`src/rtl/display_pkg.sv`:
```
// Shared constants and helpers for the 7-segment scan driver and its BCD converter.
// Pure definitions: no logic, no latency.
package display_pkg;

    localparam logic [1:0] SEL_HUND = 2'b01;
    localparam logic [1:0] SEL_TENS = 2'b10;
    localparam logic [1:0] SEL_UNIT = 2'b11;

    localparam int MAX_DISPLAY = 999;

    typedef enum logic [1:0] {
        IDLE  = 2'd0,
        SHIFT = 2'd1,
        DONE  = 2'd2
    } conv_state_e;

    // Double-dabble correction: any nibble of 5 or more gets +3 before the shift.
    function automatic logic [11:0] add3(input logic [11:0] b);
        logic [11:0] r;
        for (int n = 0; n < 3; n++) begin
            r[n*4 +: 4] = (b[n*4 +: 4] >= 4'd5) ? b[n*4 +: 4] + 4'd3 : b[n*4 +: 4];
        end
        return r;
    endfunction

endpackage

```
`src/rtl/bin2bcd_seq.sv`:
```
// Sequential double-dabble: clamps the input to 999, then VAL_W shift edges and one DONE edge.
// start is only honoured in IDLE; done is high for exactly the DONE-state cycle.
module bin2bcd_seq
    import display_pkg::*;
#(
    parameter int VAL_W = 10
) (
    input  logic             clk,
    input  logic             rst,
    input  logic             start,
    input  logic [VAL_W-1:0] bin,
    output logic             busy,
    output logic             done,
    output logic [11:0]      bcd,
    output logic             clamped
);

    localparam int CNT_W = $clog2(VAL_W + 1);

    conv_state_e          state_q;
    logic [VAL_W-1:0]     bin_q;
    logic [11:0]          bcd_q;
    logic [CNT_W-1:0]     cnt_q;
    logic                 busy_q;
    logic                 done_q;
    logic                 clamped_q;
    logic [11+VAL_W:0]    shift_d;
    logic                 over_max;

    assign shift_d  = {add3(bcd_q), bin_q} << 1;
    assign over_max = int'(bin) > MAX_DISPLAY;

    always_ff @(posedge clk) begin
        if (rst) begin
            state_q   <= IDLE;
            bin_q     <= '0;
            bcd_q     <= '0;
            cnt_q     <= '0;
            busy_q    <= 1'b0;
            done_q    <= 1'b0;
            clamped_q <= 1'b0;
        end else begin
            case (state_q)
                IDLE: begin
                    done_q <= 1'b0;
                    if (start) begin
                        state_q <= SHIFT;
                        busy_q  <= 1'b1;
                        cnt_q   <= '0;
                        bcd_q   <= '0;
                        if (over_max) begin
                            bin_q     <= VAL_W'(MAX_DISPLAY);
                            clamped_q <= 1'b1;
                        end else begin
                            bin_q     <= bin;
                            clamped_q <= 1'b0;
                        end
                    end
                end
                SHIFT: begin
                    {bcd_q, bin_q} <= shift_d;
                    cnt_q          <= cnt_q + 1'b1;
                    if (cnt_q == CNT_W'(VAL_W - 1)) begin
                        state_q <= DONE;
                        done_q  <= 1'b1;
                    end
                end
                DONE: begin
                    state_q <= IDLE;
                    busy_q  <= 1'b0;
                    done_q  <= 1'b0;
                end
                default: begin
                    state_q <= IDLE;
                    busy_q  <= 1'b0;
                    done_q  <= 1'b0;
                end
            endcase
        end
    end

    assign busy    = busy_q;
    assign done    = done_q;
    assign bcd     = bcd_q;
    assign clamped = clamped_q;

endmodule

```
`src/rtl/display_scan_driver.sv`:
```
// Converts valor to three BCD digits and scans them onto mostrar/digito, REFRESH_DIV cycles per digit.
// New value appears VAL_W+1 cycles after an accepted load; loads while busy are dropped.
module display_scan_driver
    import display_pkg::*;
#(
    parameter int REFRESH_DIV = 50000,
    parameter int VAL_W       = 10
) (
    input  logic             clk,
    input  logic             rst,
    input  logic [VAL_W-1:0] valor,
    input  logic             load,
    output logic             busy,
    output logic             overflow,
    output logic [1:0]       mostrar,
    output logic [3:0]       digito
);

    localparam int RW = $clog2(REFRESH_DIV);

    logic [RW-1:0] rcnt_q, rcnt_d;
    logic [1:0]    sel_q, sel_d;
    logic [11:0]   disp_q, disp_d;
    logic          ovf_q, ovf_d;
    logic [3:0]    digito_q, digito_d;
    logic          conv_done;
    logic          conv_clamped;
    logic [11:0]   conv_bcd;

    bin2bcd_seq #(.VAL_W(VAL_W)) u_conv (
        .clk     (clk),
        .rst     (rst),
        .start   (load),
        .bin     (valor),
        .busy    (busy),
        .done    (conv_done),
        .bcd     (conv_bcd),
        .clamped (conv_clamped)
    );

    always_comb begin
        rcnt_d = rcnt_q + 1'b1;
        sel_d  = sel_q;
        if (rcnt_q == RW'(REFRESH_DIV - 1)) begin
            rcnt_d = '0;
            case (sel_q)
                SEL_HUND: sel_d = SEL_TENS;
                SEL_TENS: sel_d = SEL_UNIT;
                default:  sel_d = SEL_HUND;
            endcase
        end

        disp_d = conv_done ? conv_bcd : disp_q;
        ovf_d  = conv_done ? conv_clamped : ovf_q;

        // Next-state select and display keep digito aligned with mostrar on every cycle.
        case (sel_d)
            SEL_HUND: digito_d = disp_d[11:8];
            SEL_TENS: digito_d = disp_d[7:4];
            default:  digito_d = disp_d[3:0];
        endcase
    end

    always_ff @(posedge clk) begin
        if (rst) begin
            rcnt_q   <= '0;
            sel_q    <= SEL_HUND;
            disp_q   <= '0;
            ovf_q    <= 1'b0;
            digito_q <= '0;
        end else begin
            rcnt_q   <= rcnt_d;
            sel_q    <= sel_d;
            disp_q   <= disp_d;
            ovf_q    <= ovf_d;
            digito_q <= digito_d;
        end
    end

    assign mostrar  = sel_q;
    assign overflow = ovf_q;
    assign digito   = digito_q;

endmodule

```
`config.mk`:
```
export PLATFORM = sky130hd
export DESIGN_NAME = display_scan_driver
export DESIGN_NICKNAME = d
export VERILOG_FILES = /design/src/rtl/display_pkg.sv /design/src/rtl/bin2bcd_seq.sv /design/src/rtl/display_scan_driver.sv
export SDC_FILE = /design/constraint.sdc
export NUM_CORES = 1
export LEC_CHECK = 0
export CAP_MARGIN = 25
export CORE_ASPECT_RATIO = 0.5
export CORE_UTILIZATION = 52
export CTS_CLUSTER_SIZE = 40
export DETAILED_ROUTE_END_ITERATION = 10
export GPL_TIMING_DRIVEN = 1
export PLACE_DENSITY = 0.75
export SLEW_MARGIN = 20
export SYNTH_ARGS = -nofsm -noshare
export SYNTH_HDL_FRONTEND = slang
export SYNTH_SLANG_ARGS = --single-unit
```
`constraint.sdc`:
```
create_clock -name clk -period 2.1 [get_ports clk]
set_input_delay 0.315 -clock clk [delete_from_list [all_inputs] [get_ports clk]]
set_output_delay 0.315 -clock clk [all_outputs]
set_load 0.05 [all_outputs]
```
==> metrics.md, run 1 <==
| Metric | Value |
|---|---|
| Fin crit share | 0.961 |
| Slew headroom | 0.657 |
| Post-Route Skew | 4.52 ps |
| WL/cell | 14.1 um |
| VDD IR-drop max | 523 uV |
| Total number of vias | 2411 |
| Post-Syn Nets | 355 |
| Most common cell after layout, fill and taps aside | dfxtp_1 |
| Cells after Synth | 330 |
| Buf+Inv Stages, Crit Path | 1 |
| Setup TNS | 0 ps |
| Final Util | 0.678 |
| Share of total power in sequential cells | 0.438 |
| Pleak | 0.00144 uW |
| Setup repair bufs after CTS | 0 |
| Vias in the first global route | 2448 |
| Post-synth top area cell | dfxtp_1 |
| H-tree levels | 3 |
| Violation count after the first detailed-route iteration | 103 |
| Layout cells sized above 1 | 0.189 |
| Final count of negative-setup-slack endpoints | 0 |
| Die area | 6120 um2 |
| Worst Max-Slew Pin Slew | 513 ps |
| Total GRT Usage | 0.237 |
| Diodes inserted | 0 |
| Power per Cell Area | 799 nW/um2 |
| Logic pwr share | 0.062 |
| Initial antenna violation count | 0 |
| Reg2reg start | rcnt_q[12]$_SDFF_PP0_ |
| Row count | 19 |
| # DRC | 0 |
| First-pass GRT wire length | 11000 um |
| Sw Pwr | 650 uW |
| CP Launch Type | flip-flop |
| Slew Limit Fails | 0 |
| Port Buffers | 20 |
| Insertion delay to the later sink of the worst-skew pair | 330 ps |
| Synth Register Bits | 66 |
| Die span in x | 110 um |
| Boundary Pins | 21 |
| Multi-input logic area | 1610 um2 |
| Largest net degree at the start of global routing | 16 |
| Final hold vios | 0 |
| Cts bufs inserted | 9 |
| Hold path startpoint | rcnt_q[0]$_SDFF_PP0_ |
| Max-cap violation count | 0 |
| Register area | 1330 um2 |
| Critical path type | reg -> reg |
| Cell mode on critical path | a211oi_1 |
| Max Root-Sink Buffers | 2 |
| Post-DP HPWL | 4390 um |
| Core Footprint | 5540 um2 |
| Hold_ws | 440 ps |
| Cts-stage hold buffer count | 0 |
| Mapped Area | 3010 um2 |
| Pint | 2350 uW |
| Final ANT Viol Nets | 0 |
| Synth warn | 0 |
| Nets@finish | 390 |
| Post-route cell area | 3750 um2 |
| CP max FO | 4 |
| Peak Freq | 496 MHz |
| Crit. Startpoint | rcnt_q[12]$_SDFF_PP0_ |
| Worst-path clk slew | 50 ps |
| Cell family with most CP delay | simple AND/OR/NAND/NOR gates |
| Synth cell types | 43 |
| Placed Instance Area | 3370 um2 |
| WP data required | 2340 ps |
| DRT Pass-1 Iters | 4 |
| Switch share | 0.217 |
| Grt ovf | 0 |
| Seq/Total Area, Yosys | 0.439 |
| Clock network fraction of total power | 0.500 |
| Starting density of the core | 0.544 |
| Area contributors post-synth | dfxtp_1 44%, nor2_1 6.9%, ha_1 5.0%, xnor2_1 4.4%, a21oi_1 4.2% |
| Routed WL | 6250 um |
| Nature of the critical path endpoint | flip-flop |
| Status | finished clean |
| Final period demand of the worst path | 2020 ps |
| Critical Path AT | 2260 ps |
| CP Cell Sequence | nor4b_4, nand4_4, mux2_4, inv_1, ha_4, nor2b_2, a211oi_1, a211oi_1 |
| Slowest CP cell | mux2_4 |
| Mean post-synth cell area | 9.13 um2 |
| Vias per cell | 5.44 |
| Commonest non-fill, non-tap cells in the layout | 63 x dfxtp_1, 55 x nor2_1, 25 x a21oi_1 |
| Max stage delay on crit path | 360 ps |
| # fillers | 436 |
| Hold Crit Class | reg -> reg |
| Top cell type's share of synthesized area | 0.439 |
| Area delta synth->final | 24.6% |
| Die Ht | 55.8 um |
| Clock sinks | 66 |
| RD Place Congestion | 0.780 |
| CTS tree | yes |
| Final total power | 3000 uW |
| Root buffer cell | clkbuf_16 |
==> cells in the mapped netlist <==
cell type and number:
mux2_4 1, a211oi_1 8, clkbuf_1 8, nor2_1 55
and4bb_1 1, nor2_2 4, nor3_1 10, mux2_2 6
xor2_1 4, o21ai_0 8, nor3b_2 1, nand2_1 6
xnor2_1 15, dfxtp_1 66, mux2i_1 11, nand4_2 1
a22oi_1 1, nand3_1 9, nor3b_1 1, buf_2 5
nand2b_1 5, nand4_1 3, a21oi_1 25, inv_1 21
o21a_1 1, buf_6 1, buf_4 1, o221a_2 5
or3_1 2, nor4_1 5, nand2b_2 1, a221oi_1 2
a22o_1 6, nand3b_1 1, a222oi_1 2, nand4_4 1
and3_2 2, nor4b_2 1, and4bb_2 1, a41oi_1 1
nor2b_1 9, ha_1 12, o21ai_2 1
==> timing repair <==
item / 4_1_cts / 5_1_grt
gates resized for setup: 3 / 12
setup endpoints to repair: 4 / 4
pin swaps: 0 / 1
==> sequential cells by signal (all words and copies together) (netlist names), 2 cells and up <==
| register | flops |
|---|---|
| disp_q | 12 |
| u_conv.cnt_q | 4 |
| u_conv.bin_q | 10 |
| digito | 4 |
| u_conv.bcd | 12 |
| u_conv.state_q | 2 |
| rcnt_q | 16 |
| mostrar | 2 |
==> metal layers <==
layer	track usage	part of all wire	vias up
li1	-	-	1215
met3	0.0667	0.041	12
met1	0.273	0.44	1138
met5	0	0	-
met4	0.135	0.019	0
met2	0.395	0.50	46
==> worst paths after layout <==
path | end | slack [ps] | cells past startpoint
setup reg to reg | digito[0]$_SDFF_PP0_ | 80 | 8
setup / recovery | digito[0]$_SDFF_PP0_ | 80 | 8
hold reg to reg | rcnt_q[0]$_SDFF_PP0_ | 440 | 1
hold / removal | rcnt_q[0]$_SDFF_PP0_ | 440 | 1
==> stage by stage <==
stage	setup WS, ps	std cells
floorplan	39.2	330
global placement	117	427
detailed placement	-4.14	427
CTS	2.63	443
global route	-17.9	443
finish	82.1	443
==> power by group through the flow <==
| stage | clock network, uW | logic, uW | registers, uW |
|---|---|---|---|
| after global placement | 0 | 177 | 1330 |
| after global routing | 1580 | 209 | 1320 |
| after detailed placement | 0 | 184 | 1340 |
| after CTS | 1540 | 186 | 1310 |
| final | 1500 | 186 | 1310 |
| after floorplan | 0 | 113 | 1330 |
==> area by class of cell <==
| type | count | share of cell area |
|---|---|---|
| clock buffers | 12 | 0.0683 |
| clock inverters | 4 | 0.0133 |
| inverters | 21 | 0.0210 |
| multi-input cells | 228 | 0.429 |
| flip-flops and latches | 66 | 0.353 |
| well taps | 73 | 0.0243 |
| repair buffers | 39 | 0.0913 |
==> kinds of logic after synthesis <==
logic type                 share of synthesized area
and+or+nand+nor                                0.207
adders and majority gates                     0.0499
xor gates and xnor gates                      0.0553
muxes                                         0.0640
buffers and inverters                         0.0507
DFF                                            0.439
AOI/OAI and AO/OA                              0.134
==> worst reg2reg max path: stages, from the launching register on <==
cell      delay [ps]
dfxtp_1          330
nor4b_4          350
nand4_4          190
mux2_4           360
inv_1            100
ha_4             170
nor2b_2          160
a211oi_1          60
a211oi_1         210
Note: power is estimated with default switching activity, not from simulation.
==> run 2, diff against run 1 <==
--- a/config.mk
+++ b/config.mk
@@ -8,9 +8,9 @@
 export CAP_MARGIN = 25
 export CORE_ASPECT_RATIO = 0.5
 export CORE_UTILIZATION = 52
+export CTS_BUF_LIST = sky130_fd_sc_hd__clkbuf_16
 export CTS_CLUSTER_SIZE = 40
 export DETAILED_ROUTE_END_ITERATION = 10
-export GPL_TIMING_DRIVEN = 1
 export PLACE_DENSITY = 0.75
 export SLEW_MARGIN = 20
 export SYNTH_ARGS = -nofsm -noshare
==> run 2 against run 1 <==
The flow now finishes with violations (design-rule violations). Routed wire length down 0.78%. Count of clock-buffer cells in the layout shrank 3. Total power fell by 2.7%. First-iteration DRC count up 28%. Sequential share of layout area rose by 0.21 points. Hold slack better by 0.77 ps. Maximum frequency up 1.5%. Clock skew hardly changed. Sequential cell count unchanged. Critical endpoint unchanged. Largest power group unchanged. Highest routed layer unchanged.
==> metrics.md, run 2 (synthesized netlist as in run 1, its figures left out) <==
| Metric | Value |
|---|---|
| Row count | 19 (unchanged) |
| Nature of the critical path endpoint | flip-flop |
| Max Root-Sink Buffers | 2 (unchanged) |
| WP data required | 2340 ps (about the same) |
| Reg-to-reg endpoint | digito[0]$_SDFF_PP0_ |
| Crit. Startpoint | rcnt_q[12]$_SDFF_PP0_ |
| WL met3 | 257 um (-0.39%) |
| Reg2reg path depth | 8 (unchanged) |
| Diodes inserted | 0 (unchanged) |
| Slew headroom | 0.657 (about the same) |
| Top Layer Used | met4 |
| DR WL met2 | 3120 um (about the same) |
| Failing checks | design-rule violations |
| Total number of vias | 2432 (+0.87%) |
| Post-Route Skew | 4.31 ps (-0.202 ps) |
| Final ANT Viol Nets | 0 (unchanged) |
| Clock sinks | 66 (unchanged) |
| Grt ovf | 0 (unchanged) |
| First-pass GRT wire length | 10900 um (-0.31%) |
| Largest net degree at the start of global routing | 16 (unchanged) |
| CP max FO | 4 (unchanged) |
| WL/cell | 14.0 um (-0.78%) |
| Nets@finish | 390 (unchanged) |
| Hold path startpoint | rcnt_q[0]$_SDFF_PP0_ |
| Max-cap violation count | 0 (unchanged) |
| Setup TNS | 0 ps (unchanged) |
| Root buffer cell | clkbuf_16 |
| # fillers | 445 (+2.1%) |
| Power per Cell Area | 782 nW/um2 (-2.1%) |
| Worst-path clk slew | 50 ps (about the same) |
| Peak Freq | 503 MHz (+1.5%) |
| Port Buffers | 20 (unchanged) |
| Crit path setup slack, layout | 112 ps (+29.4 ps) |
| Most common cell after layout, fill and taps aside | dfxtp_1 |
| Initial antenna violation count | 0 (unchanged) |
| Commonest non-fill, non-tap cells in the layout | 63 x dfxtp_1, 55 x nor2_1, 25 x a21oi_1 |
| Cts bufs inserted | 9 (unchanged) |
| Worst Max-Slew Pin Slew | 513 ps (+0.102 ps) |
| Biggest register | rcnt_q |
| H-tree levels | 3 (unchanged) |
| Insertion delay to the later sink of the worst-skew pair | 330 ps (about the same) |
| Routed WL | 6210 um (-0.78%) |
| Slew Limit Fails | 0 (unchanged) |
| Layout cells sized above 1 | 0.181 (-0.00811) |
| Flip-flop count of the largest register after layout | 16 (unchanged) |
| Boundary Pins | 21 (unchanged) |
| Fin crit share | 0.947 (-0.0140) |
| Critical path type | reg -> reg |
| Post-Layout Cell Count | 443 (unchanged) |
| DP Cell Count | 427 (unchanged) |
| Met1 Routed Length | 2740 um (-0.76%) |
| Final count of negative-setup-slack endpoints | 0 (unchanged) |
| Total GRT Usage | 0.236 (-0.00127) |
| Post-DP HPWL | 4390 um (unchanged) |
| Core Footprint | 5540 um2 (unchanged) |
| Reg2reg start | rcnt_q[12]$_SDFF_PP0_ |
| Status | finished with violations |
| Pleak | 0.00143 uW (-0.49%) |
| Final hold vios | 0 (unchanged) |
| Cts-stage hold buffer count | 0 (unchanged) |
| Critical Path AT | 2230 ps (-30 ps) |
| Hold Crit Class | reg -> reg |
| Vias in the first global route | 2438 (-0.41%) |
| VDD IR-drop max | 513 uV (-1.9%) |
| Hold_ws | 441 ps (+0.773 ps) |
| Final Util | 0.674 (-0.00407) |
| Final period demand of the worst path | 1990 ps (-29.4 ps) |
| Pre-CTS WS | -4.14 ps (unchanged) |
| Die Ht | 55.8 um (unchanged) |
| Hold depth | 1 (unchanged) |
| CTS tree | yes |
| Violation count after the first detailed-route iteration | 132 (+28%) |
| DRT Pass-1 Iters | 7 (+3) |
| Vias per cell | 5.49 (+0.87%) |
| Starting density of the core | 0.544 (unchanged) |
| RD Place Congestion | 0.780 (unchanged) |
| Die area | 6120 um2 (unchanged) |
| Hold Path End | rcnt_q[0]$_SDFF_PP0_ |
| Area delta synth->final | 23.9% |
| Die span in x | 110 um (unchanged) |
| CP Launch Type | flip-flop |
| R2R setup slack | 110 ps (+30 ps) |
| # DRC | 2 (+2) |
run 2: cell types whose count changed in the layout (fill, tap and decap cells not counted), sizes merged:
cell	delta
clkinv	+2
clkbuf	-3
inv	+1
run 2: area by class of cell:
class / instances / area, um2 / area share
Multi-Input combinational cell: 228 / 1610 / 0.431
Sequential cell: 66 / 1330 / 0.355
Timing Repair Buffer: 39 / 343 / 0.0919
Clock buffer: 9 / 225 / 0.0604
Tap cell: 73 / 91.3 / 0.0245
Inverter: 21 / 78.8 / 0.0211
Clock inverter: 7 / 61.3 / 0.0164
run 2: how the worst max path moves through the flow:
| stage | to | slack, ps |
|---|---|---|
| floorplan | digito[1]$_SDFF_PP0_ | 40 |
| global placement | digito[2]$_SDFF_PP0_ | 120 |
| detailed placement | digito[3]$_SDFF_PP0_ | -4 |
| CTS | digito[2]$_SDFF_PP0_ | 2 |
| global route | digito[0]$_SDFF_PP0_ | -10 |
| finish | digito[0]$_SDFF_PP0_ | 110 |
run 2: power by group:
part | internal [uW] | total (uW) | switching (uW) | leakage, uW
Clock | 902 | 1420 | 519 | 0.000138
Sequential | 1280 | 1310 | 27.7 | 0.000537
Combinational | 84.0 | 186 | 102 | 0.000755
run 2: metal layers:
layer,vias to the layer above,global-route usage
met1,1149,0.272
met4,0,0.0952
met5,-,0
met2,62,0.397
li1,1213,-
met3,8,0.0843
run 2: per-stage QoR:
step                      power (uW)  cell area (um2)
final                           2920             3730
after global routing            3030             3730
after CTS                       2960             3690
after detailed placement        1520             3370
after global placement          1510             3370
after floorplan                 1450             3010
run 2: timing repair:
| action | in CTS | in global routing |
|---|---|---|
| gates resized for setup | 4 | 10 |
| pin swaps | 0 | 1 |
| setup buffers | 0 | 0 |
| hold endpoints to repair | 0 | 0 |
| setup endpoints to repair | 4 | 4 |
run 2: worst max-delay path, stage by stage (launching register included):
cell and delay (ps):
dfxtp_1 330, nor4b_4 340, nand4_4 190, mux2_4 360, inv_1 90, ha_4 160, nor2b_1 150, a211oi_1 60
a211oi_1 210
==> run 3, diff against run 2 <==
--- a/config.mk
+++ b/config.mk
@@ -6,7 +6,7 @@
 export NUM_CORES = 1
 export LEC_CHECK = 0
 export CAP_MARGIN = 25
-export CORE_ASPECT_RATIO = 0.5
+export CORE_ASPECT_RATIO = 0.7
 export CORE_UTILIZATION = 52
 export CTS_BUF_LIST = sky130_fd_sc_hd__clkbuf_16
 export CTS_CLUSTER_SIZE = 40
==> run 3 against run 2 <==
The flow now finishes without violations. Highest routed layer unchanged. Register-to-register slack is essentially flat. Sequential share of layout area shrank 0.39 points. Critical endpoint is now digito[2]$_SDFF_PP0_. Sequential cell count is the same. Count of clock-buffer cells in the layout is the same.
==> metrics.md, run 3 (synthesized netlist as in run 1, its figures left out) <==
| Metric | Value |
|---|---|
| Status | finished clean |
| Row count | 22 (+3) |
| Area delta synth->final | 25.0% |
| H-tree levels | 3 (unchanged) |
| Biggest register | rcnt_q |
| Nets@finish | 389 (-0.26%) |
| Cts bufs inserted | 9 (unchanged) |
| # DRC | 0 (-2) |
| Final total power | 3300 uW (+13%) |
| Die span in x | 93.0 um (-15%) |
| Layout cells sized above 1 | 0.171 (-0.0103) |
| CTS tree | yes |
| WL/cell | 14.8 um (+5.6%) |
| Critical Path AT | 2200 ps (-30 ps) |
| Peak Freq | 501 MHz (-0.38%) |
| Crit path setup slack, layout | 104 ps (-7.59 ps) |
| Slew Limit Fails | 0 (unchanged) |
| Pre-CTS WS | 28.6 ps (+32.7 ps) |
| RSZ-0062 raised after global routing | false |
| Starting density of the core | 0.558 (+0.0145) |
| RD Place Congestion | 0.829 (+6.2%) |
| Final period demand of the worst path | 2000 ps (+7.58 ps) |
| Final Util | 0.698 (+0.0242) |
| Vias per cell | 5.50 (+0.16%) |
| Total number of vias | 2425 (-0.29%) |
| WP data required | 2300 ps (-40 ps) |
| Vias in the first global route | 2262 (-7.2%) |
| Commonest non-fill, non-tap cells in the layout | 65 x dfxtp_1, 55 x nor2_1, 25 x a21oi_1 |
| Setup TNS | 0 ps (unchanged) |
| VDD IR-drop max | 681 uV (+33%) |
| Violation count after the first detailed-route iteration | 169 (+28%) |
| Post-DP HPWL | 4450 um (+1.2%) |
| Hold Crit Class | reg -> reg |
| Pleak | 0.00146 uW (+2.4%) |
| Max-cap violation count | 0 (unchanged) |
| Most common cell after layout, fill and taps aside | dfxtp_1 |
| Core Footprint | 5400 um2 (-2.6%) |
| Port Buffers | 20 (unchanged) |
| DRT Pass-1 Iters | 4 (-3) |
| Final hold vios | 0 (unchanged) |
| CP Launch Type | flip-flop |
| Grt ovf | 0 (unchanged) |
| # fillers | 423 (-4.9%) |
| Post-Route Skew | 4.68 ps (+0.369 ps) |
| Slew headroom | 0.636 (-0.0202) |
| Max Root-Sink Buffers | 2 (unchanged) |
| Nature of the critical path endpoint | flip-flop |
| Routed WL | 6530 um (+5.2%) |
| Insertion delay to the later sink of the worst-skew pair | 330 ps (about the same) |
| Fin crit share | 0.951 (+0.00361) |
| Critical path type | reg -> reg |
| Die area | 6100 um2 (-0.23%) |
| First-pass GRT wire length | 10700 um (-2.4%) |
| Die Ht | 65.7 um (+18%) |
| Final count of negative-setup-slack endpoints | 0 (unchanged) |
| Flip-flop count of the largest register after layout | 16 (unchanged) |
| Largest net degree at the start of global routing | 26 (+10) |
| Final ANT Viol Nets | 0 (unchanged) |
| Total GRT Usage | 0.231 (-0.00413) |
| Boundary Pins | 21 (unchanged) |
| Diodes inserted | 0 (unchanged) |
| Power per Cell Area | 876 nW/um2 (+12%) |
| Root buffer cell | clkbuf_16 |
| Clock sinks | 66 (unchanged) |
| Worst-path clk slew | 50 ps (about the same) |
| CP max FO | 8 (+4) |
| Initial antenna violation count | 0 (unchanged) |
| Worst Max-Slew Pin Slew | 545 ps (+31.2 ps) |
run 3: through the flow:
step,hold WS (ps),cells,instance area (um2)
2_1_floorplan,429,330,3010
3_3_place_gp,445,425,3360
3_5_place_dp,451,425,3360
4_1_cts,459,441,3720
5_1_grt,471,441,3760
6_report,457,441,3760
run 3: timing repair:
action,in CTS,in global routing
setup endpoints to repair,0,4
endpoints found under the hold margin,0,0
resized for setup,0,8
setup buffers,0,0
hold buffers,0,0
run 3: path summary, 6_finish.rpt:
kind | from | to | cells past startpoint | slack (ps)
worst max-delay path | rcnt_q[11]$_SDFF_PP0_ | digito[2]$_SDFF_PP0_ | 7 | 100
worst min-delay path | u_conv.bin_q[0]$_SDFFE_PP0P_ | u_conv.bin_q[0]$_SDFFE_PP0P_ | 2 | 460
worst max register to register | rcnt_q[11]$_SDFF_PP0_ | digito[2]$_SDFF_PP0_ | 7 | 100
worst min register to register | u_conv.bin_q[0]$_SDFFE_PP0P_ | u_conv.bin_q[0]$_SDFFE_PP0P_ | 2 | 460
run 3: routing by layer:
layer / part of all wire / GRT usage / up-vias
met5: 0 / 0 / -
met4: 0.014 / 0.0885 / 0
met3: 0.054 / 0.0729 / 12
met2: 0.45 / 0.362 / 62
met1: 0.48 / 0.299 / 1133
li1: - / - / 1218
run 3: layout make-up:
class	count	area, um2	share of cell area
flip-flops and latches	66	1320	0.351
multi-input cells	228	1580	0.420
clock inverters	7	133	0.0352
clock buffers	9	225	0.0598
well taps	72	90.1	0.0239
inverters	21	78.8	0.0209
repair buffers	38	335	0.0891
run 3: critical path, cell delays in order (launching register included):
cell and delay [ps]:
dfxtp_1 350, nor4b_4 340, nand4_4 170, mux2_4 350, inv_1 60, ha_2 320, a221oi_2 210, a211oi_1 90
run 3: power breakdown:
| group | switching, uW | total, uW | internal [uW] | leakage [uW] |
|---|---|---|---|---|
| Combinational | 104 | 187 | 83.1 | 0.000749 |
| Clock | 530 | 1800 | 1270 | 0.000178 |
| Sequential | 28.0 | 1310 | 1280 | 0.000536 |
| Total | 663 | 3300 | 2630 | 0.00146 |
